**config.mk**
```make
export PLATFORM = sky130hd
export DESIGN_NAME = chipout_receiver
export DESIGN_NICKNAME = d
export VERILOG_FILES = /design/src/rtl/chipout_receiver.sv
export SDC_FILE = /design/constraint.sdc
export NUM_CORES = 1
export LEC_CHECK = 0
export BUFFER_PORTS_ARGS = -buffer_cell sky130_fd_sc_hd__buf_2
export CORE_AREA = 2 2 91 93
export DETAILED_ROUTE_END_ITERATION = 6
export DIE_AREA = 0 0 93 95
export MAX_ROUTING_LAYER = met4
export SYNTH_ARGS = -nofsm -noshare
export SYNTH_HDL_FRONTEND = slang
export SYNTH_SLANG_ARGS = --single-unit
```
**constraint.sdc**
```tcl
create_clock -name CLK -period 2.5 [get_ports CLK]
set_input_delay 0.125 -clock CLK [delete_from_list [all_inputs] [get_ports CLK]]
set_output_delay 0.125 -clock CLK [all_outputs]
set_load 0.005 [all_outputs]
```
**src/rtl/chipout_receiver.sv**
```systemverilog
// Receive end of the CHIPOUT / DATAREADY strobed interface: synchronise, deglitch,
// capture one word per strobe rising edge and buffer it in a show-ahead FIFO.
module chipout_receiver #(
    parameter int DATA_W        = 5,
    parameter int SYNC_STAGES   = 2,
    parameter int SETTLE_CYCLES = 2,
    parameter int FIFO_DEPTH    = 8,
    parameter int ADDR_W        = 3
) (
    input  logic              CLK,
    input  logic              RST_N,
    input  logic [DATA_W-1:0] CHIPIN,
    input  logic              DATAREADY_IN,
    output logic [DATA_W-1:0] data_out,
    output logic              data_valid,
    input  logic              data_ready,
    output logic [ADDR_W:0]   fifo_count,
    output logic              overflow_flag,
    output logic [7:0]        overflow_count,
    input  logic              clear_overflow
);

    localparam int CNT_W = (SETTLE_CYCLES > 1) ? $clog2(SETTLE_CYCLES) : 1;

    typedef enum logic [1:0] {IDLE, SETTLE, CAPTURE, WAIT_LOW} state_t;

    logic [DATA_W-1:0]      r_dataSync [SYNC_STAGES];
    logic [SYNC_STAGES-1:0] r_strbSync;
    logic [SYNC_STAGES-1:0] r_primeSr;
    logic                   r_strbPrev;

    logic [DATA_W-1:0] w_syncData;
    logic              w_syncStrb;
    logic              w_rise;
    logic              w_primed;

    state_t            r_state;
    state_t            w_nextState;
    logic [CNT_W-1:0]  r_settleCnt;
    logic [CNT_W-1:0]  w_nextCnt;
    logic              w_push;

    logic [DATA_W-1:0] r_mem [FIFO_DEPTH];
    logic [ADDR_W-1:0] r_wrPtr;
    logic [ADDR_W-1:0] r_rdPtr;
    logic [ADDR_W:0]   r_count;
    logic              w_full;
    logic              w_pop;
    logic              w_accept;
    logic              w_drop;

    always_ff @(posedge CLK or negedge RST_N) begin
        if (!RST_N) begin
            for (int i = 0; i < SYNC_STAGES; i++) begin
                r_dataSync[i] <= '0;
            end
            r_strbSync <= '0;
            r_primeSr  <= '0;
            r_strbPrev <= 1'b0;
        end else begin
            r_dataSync[0] <= CHIPIN;
            for (int i = 1; i < SYNC_STAGES; i++) begin
                r_dataSync[i] <= r_dataSync[i-1];
            end
            r_strbSync <= {r_strbSync[SYNC_STAGES-2:0], DATAREADY_IN};
            r_primeSr  <= {r_primeSr[SYNC_STAGES-2:0], 1'b1};
            r_strbPrev <= w_syncStrb;
        end
    end

    // The synchroniser holds reset zeros for SYNC_STAGES cycles; until those have
    // flushed, a low sync_strb is not real and must not release WAIT_LOW.
    assign w_syncData = r_dataSync[SYNC_STAGES-1];
    assign w_syncStrb = r_strbSync[SYNC_STAGES-1];
    assign w_rise     = w_syncStrb && !r_strbPrev;
    assign w_primed   = r_primeSr[SYNC_STAGES-1];

    always_ff @(posedge CLK or negedge RST_N) begin
        if (!RST_N) begin
            r_state     <= WAIT_LOW;
            r_settleCnt <= '0;
        end else begin
            r_state     <= w_nextState;
            r_settleCnt <= w_nextCnt;
        end
    end

    always_comb begin
        w_nextState = r_state;
        w_nextCnt   = r_settleCnt;
        w_push      = 1'b0;
        case (r_state)
            IDLE: begin
                if (w_rise) begin
                    w_nextState = SETTLE;
                    w_nextCnt   = CNT_W'(SETTLE_CYCLES - 1);
                end
            end
            SETTLE: begin
                if (!w_syncStrb) begin
                    w_nextState = IDLE;
                end else if (r_settleCnt == '0) begin
                    w_nextState = CAPTURE;
                end else begin
                    w_nextCnt = r_settleCnt - CNT_W'(1);
                end
            end
            CAPTURE: begin
                w_push      = 1'b1;
                w_nextState = WAIT_LOW;
            end
            WAIT_LOW: begin
                if (w_primed && !w_syncStrb) begin
                    w_nextState = IDLE;
                end
            end
            default: w_nextState = IDLE;
        endcase
    end

    // A pop in the same cycle frees the slot being written, so a full FIFO still accepts.
    assign w_full   = (r_count == (ADDR_W+1)'(FIFO_DEPTH));
    assign w_pop    = data_valid && data_ready;
    assign w_accept = w_push && (!w_full || w_pop);
    assign w_drop   = w_push && w_full && !w_pop;

    always_ff @(posedge CLK or negedge RST_N) begin
        if (!RST_N) begin
            for (int i = 0; i < FIFO_DEPTH; i++) begin
                r_mem[i] <= '0;
            end
            r_wrPtr <= '0;
            r_rdPtr <= '0;
            r_count <= '0;
        end else begin
            if (w_accept) begin
                r_mem[r_wrPtr] <= w_syncData;
                r_wrPtr        <= r_wrPtr + ADDR_W'(1);
            end
            if (w_pop) begin
                r_rdPtr <= r_rdPtr + ADDR_W'(1);
            end
            r_count <= r_count + (ADDR_W+1)'(w_accept) - (ADDR_W+1)'(w_pop);
        end
    end

    always_ff @(posedge CLK or negedge RST_N) begin
        if (!RST_N) begin
            overflow_flag  <= 1'b0;
            overflow_count <= '0;
        end else if (w_drop) begin
            overflow_flag  <= 1'b1;
            if (clear_overflow) begin
                overflow_count <= 8'd1;
            end else if (overflow_count != 8'hFF) begin
                overflow_count <= overflow_count + 8'd1;
            end
        end else if (clear_overflow) begin
            overflow_flag  <= 1'b0;
            overflow_count <= '0;
        end
    end

    assign data_out   = r_mem[r_rdPtr];
    assign data_valid = (r_count != '0);
    assign fifo_count = r_count;

endmodule

```
==> summary.md <==
| Metric | Value |
|---|---|
| DR pass1 iterations | `4` |
| Clock-pin slew on the worst setup and hold paths | `80 ps` |
| Tmin final | `2261 ps` |
| Hold-critical path depth | `2` |
| N_diodes | `0` |
| Crit path cell chain | `inv_1 -> ha_1 -> nand2b_1 -> a31oi_1 -> inv_1 -> ha_1 -> inv_1 -> ha_1 -> inv_1 -> fa_1 -> inv_1` |
| Core area | `0.007928 sq mm` |
| CP endpoint kind | `flop` |
| Ys flop type | `dfrtp_1` |
| Hold WS | `56.21 ps` |
| Critical path required time | `2750 ps` |
| Sw frac | `32.53%` |
| Vias | `2060` |
| Mapped cell area | `0.003477 sq mm` |
| Routed len/inst | `15.68 um` |
| CTS H-Tree Depth | `3` |
| CP max-delay cell | `fa_1` |
| First-pass GRT wire length | `10440 um` |
| Max clock buf depth | `2` |
| Post-cts sizing count | `0` |
| # setup viols final | `0` |
| Internal power | `3.021 mW` |
| Max Slew Vio Count | `0` |
| Worst-Margin Slew | `965.7 ps` |
| Hold Startpoint | `clear_overflow` |
| DRC viols | `0` |
| Hold path endpoint | `overflow_count[4]` |
| Clock power frac | `21.9%` |
| CP startpoint kind | `flop` |
| Total die area | `0.008835 sq mm` |
| Gr ovfl total | `0` |
| Total of max-cap violations | `0` |
| CTS tree | `yes` |
| Drt total wl | `6271 um` |
| Leak | `1.848 nW` |
| Peak Freq | `442.3 MHz` |
| Final antenna-violating net count | `0` |
| Placer Congestion | `0.7426` |
| Synth-to-Final Area Change | `15.98%` |
| Largest net degree at the start of global routing | `78` |
| Post-Synthesis Cells | `247` |
| Clock sinks | `77` |
| Vias per inst | `5.150` |
| Vias in the first global route | `2031` |
| DPL Wire Length | `4127 um` |
| Clock root cell | `clkbuf_8` |
| Share of cells above drive strength 1 | `40.00%` |
| Reg2Reg Depth | `11` |
| Synth Register Bits | `77` |
| Reg power frac | `45.3%` |
| Crit path top cell by count | `inv_1` |
| Fin Clk Skew | `12.55 ps` |
| Utilization after layout | `50.87%` |
| Post-Syn Area per Cell | `14.08 sq um` |
| TritonCTS Buffers | `9` |
| I/O pins | `29` |
| Final Hold Viols | `0` |
| # Post-CTS Setup Buffers | `0` |
| Crit path max fanout | `3` |
| Setup Total Neg Slack | `0 ps` |
| PD cells | `1110 mW/mm^2` |
| Number of port buffers | `28` |
| All-Layer GR Usage | `16.13%` |
| Max incr delay on CP | `470 ps` |
| Status | `completed` |
| HP Class | `input port to flop` |
| Final Cycle Share | `90.43%` |
| Initial core utilization | `43.86%` |
| WS Path Type | `flop to flop` |
| RSZ-0062 raised after global routing | `no` |
| Post-synth EDFFs | `0` |
| FF-to-FF Start | `fifo_count[2]` |
| Net Switching | `1.457 mW` |
| Relative slew slack | `35.62%` |
| FF-to-FF End | `fifo_count[1]` |
| NumNets Final | `310` |
| Gate power share | `32.9%` |
| Asr flop ratio synth | `100.0%` |
| Worst skew pair latency | `350 ps` |
| Height of the die | `95 um` |
| Peak VDD IR | `0.5334 mV` |
| Initial antenna violation count | `0` |
| Die W | `93 um` |
| CTS Hold Bufs | `7` |
| Unique masters post-synth | `47` |
| Critical path arrival | `2510 ps` |
| Num rows | `33` |
| Seq/Total Area, Yosys | `55.49%` |
| First DRT Iteration DRCs | `92` |
| Mapped Nets | `267` |
| Syn. warnings | `0` |
| R2r setup slk | `240 ps` |
-- metrics by stage --
stage | area (sq um) | std cells | power (mW) | worst slack [ps]
after global placement | 3757 | 377 | 3.493 | 296.4
final | 4033 | 400 | 4.478 | 239.2
after floorplan | 3477 | 247 | 3.099 | 219.1
after global routing | 4033 | 400 | 4.777 | 74.00
after detailed placement | 3757 | 377 | 3.539 | 247.7
after CTS | 4033 | 400 | 4.535 | 227.1
-- power by group through the flow --
stage          registers (mW)  logic (mW)  clock network (mW)
3_5_place_dp             2.05        1.49                   0
2_1_floorplan            1.86        1.24                   0
4_1_cts                  2.03        1.50                1.00
6_report                 2.03        1.47               0.978
5_1_grt                  2.09        1.64                1.06
3_3_place_gp             2.04        1.46                   0
-- worst max-delay path by stage --
stage | start | end | slack, ps | cells past startpoint
after floorplan | fifo_count[2] | fifo_count[2] | 220 | 11
after global placement | fifo_count[2] | fifo_count[2] | 300 | 11
after detailed placement | fifo_count[2] | fifo_count[1] | 250 | 11
after CTS | fifo_count[2] | fifo_count[1] | 230 | 11
after global routing | fifo_count[1] | fifo_count[1] | 70 | 10
final | fifo_count[2] | fifo_count[1] | 240 | 11
-- layout make-up --
cell class | instances | area (sq um)
inverter | 17 | 63.81
sequential | 77 | 1929
clock buffer | 9 | 123.9
timing repair buffer | 41 | 257.7
tap | 105 | 131.4
fill | 730 | 3895
multi-input combinational | 144 | 1445
clock inverter | 7 | 81.33
-- worst max-delay path, delay by kind of cell (launching register included) --
family,cells,cell delay [ps]
adders and majority gates,4,1110
DFF,1,360
buffers and inverters,5,300
AOI/OAI and AO/OA,1,220
and+or+nand+nor,1,180
-- cell usage in the layout (no fill, tap or decap), drive strengths merged, types with 4 or more instances in the layout --
| cell type | netlist | routed |
|---|---|---|
| clkbuf | 3 | 9 |
| nand3 | 6 | 6 |
| nand2 | 9 | 9 |
| inv | 17 | 21 |
| mux4 | 10 | 10 |
| ha | 9 | 9 |
| o31ai | 4 | 4 |
| nor3 | 4 | 4 |
| buf | 6 | 34 |
| dlygate4sd3 | 0 | 7 |
| mux2 | 47 | 47 |
| a21oi | 8 | 8 |
| dfrtp | 75 | 75 |
| nor2 | 4 | 4 |
| xnor2 | 4 | 4 |
-- logic make-up after synthesis --
group,count (synthesis),share of synthesized area [%]
AND/OR/NAND/NOR,43,8.817
multiplexers,57,21.70
XOR/XNOR,6,1.511
adder cells (fa/ha/maj),10,3.814
AO/OA/AOI/OAI,27,5.614
buffers and inverters,26,2.951
other,1,0.1078
flip-flops,77,55.49
-- synth_stat cells, drive strengths merged, types with 2 or more instances --
library cell	instances	area, sq um
dfrtp	75	1877
mux2	47	529.3
inv	17	63.81
mux4	10	225.2
ha	9	112.6
nand2	9	33.78
a21oi	8	40.04
buf	6	27.53
nand3	6	30.03
nor2	4	17.52
nor3	4	36.29
o31ai	4	43.79
xnor2	4	35.03
clkbuf	3	11.26
nand2b	3	18.77
nor3b	3	32.53
o21ai	3	15.01
or4	3	22.52
a21o	2	15.01
a31oi	2	12.51
and4	2	17.52
dfstp	2	52.55
nand4	2	12.51
nor4	2	33.78
xor2	2	17.52
-- layer usage --
metal | track usage [%] | share of wire [%] | vias to the layer above
met2 | 23.97 | 48 | 16
met3 | 4.310 | 1.9 | 7
met4 | 5.515 | 1.4 | 0
li1 | - | - | 980
met1 | 21.65 | 49 | 1057
met5 | - | 0 | -
-- registers in the layout (all words and copies together) (netlist names), named ones only --
register	cells
r_dataSync	5
r_wrPtr	3
r_state	1
r_rdPtr	3
fifo_count	4
r_mem	40
w_syncData	5
overflow_count	8
r_strbPrev	1
r_strbSync	2
overflow_flag	1
r_settleCnt	1
r_primeSr	2
Note: power is estimated with default switching activity, not from simulation.
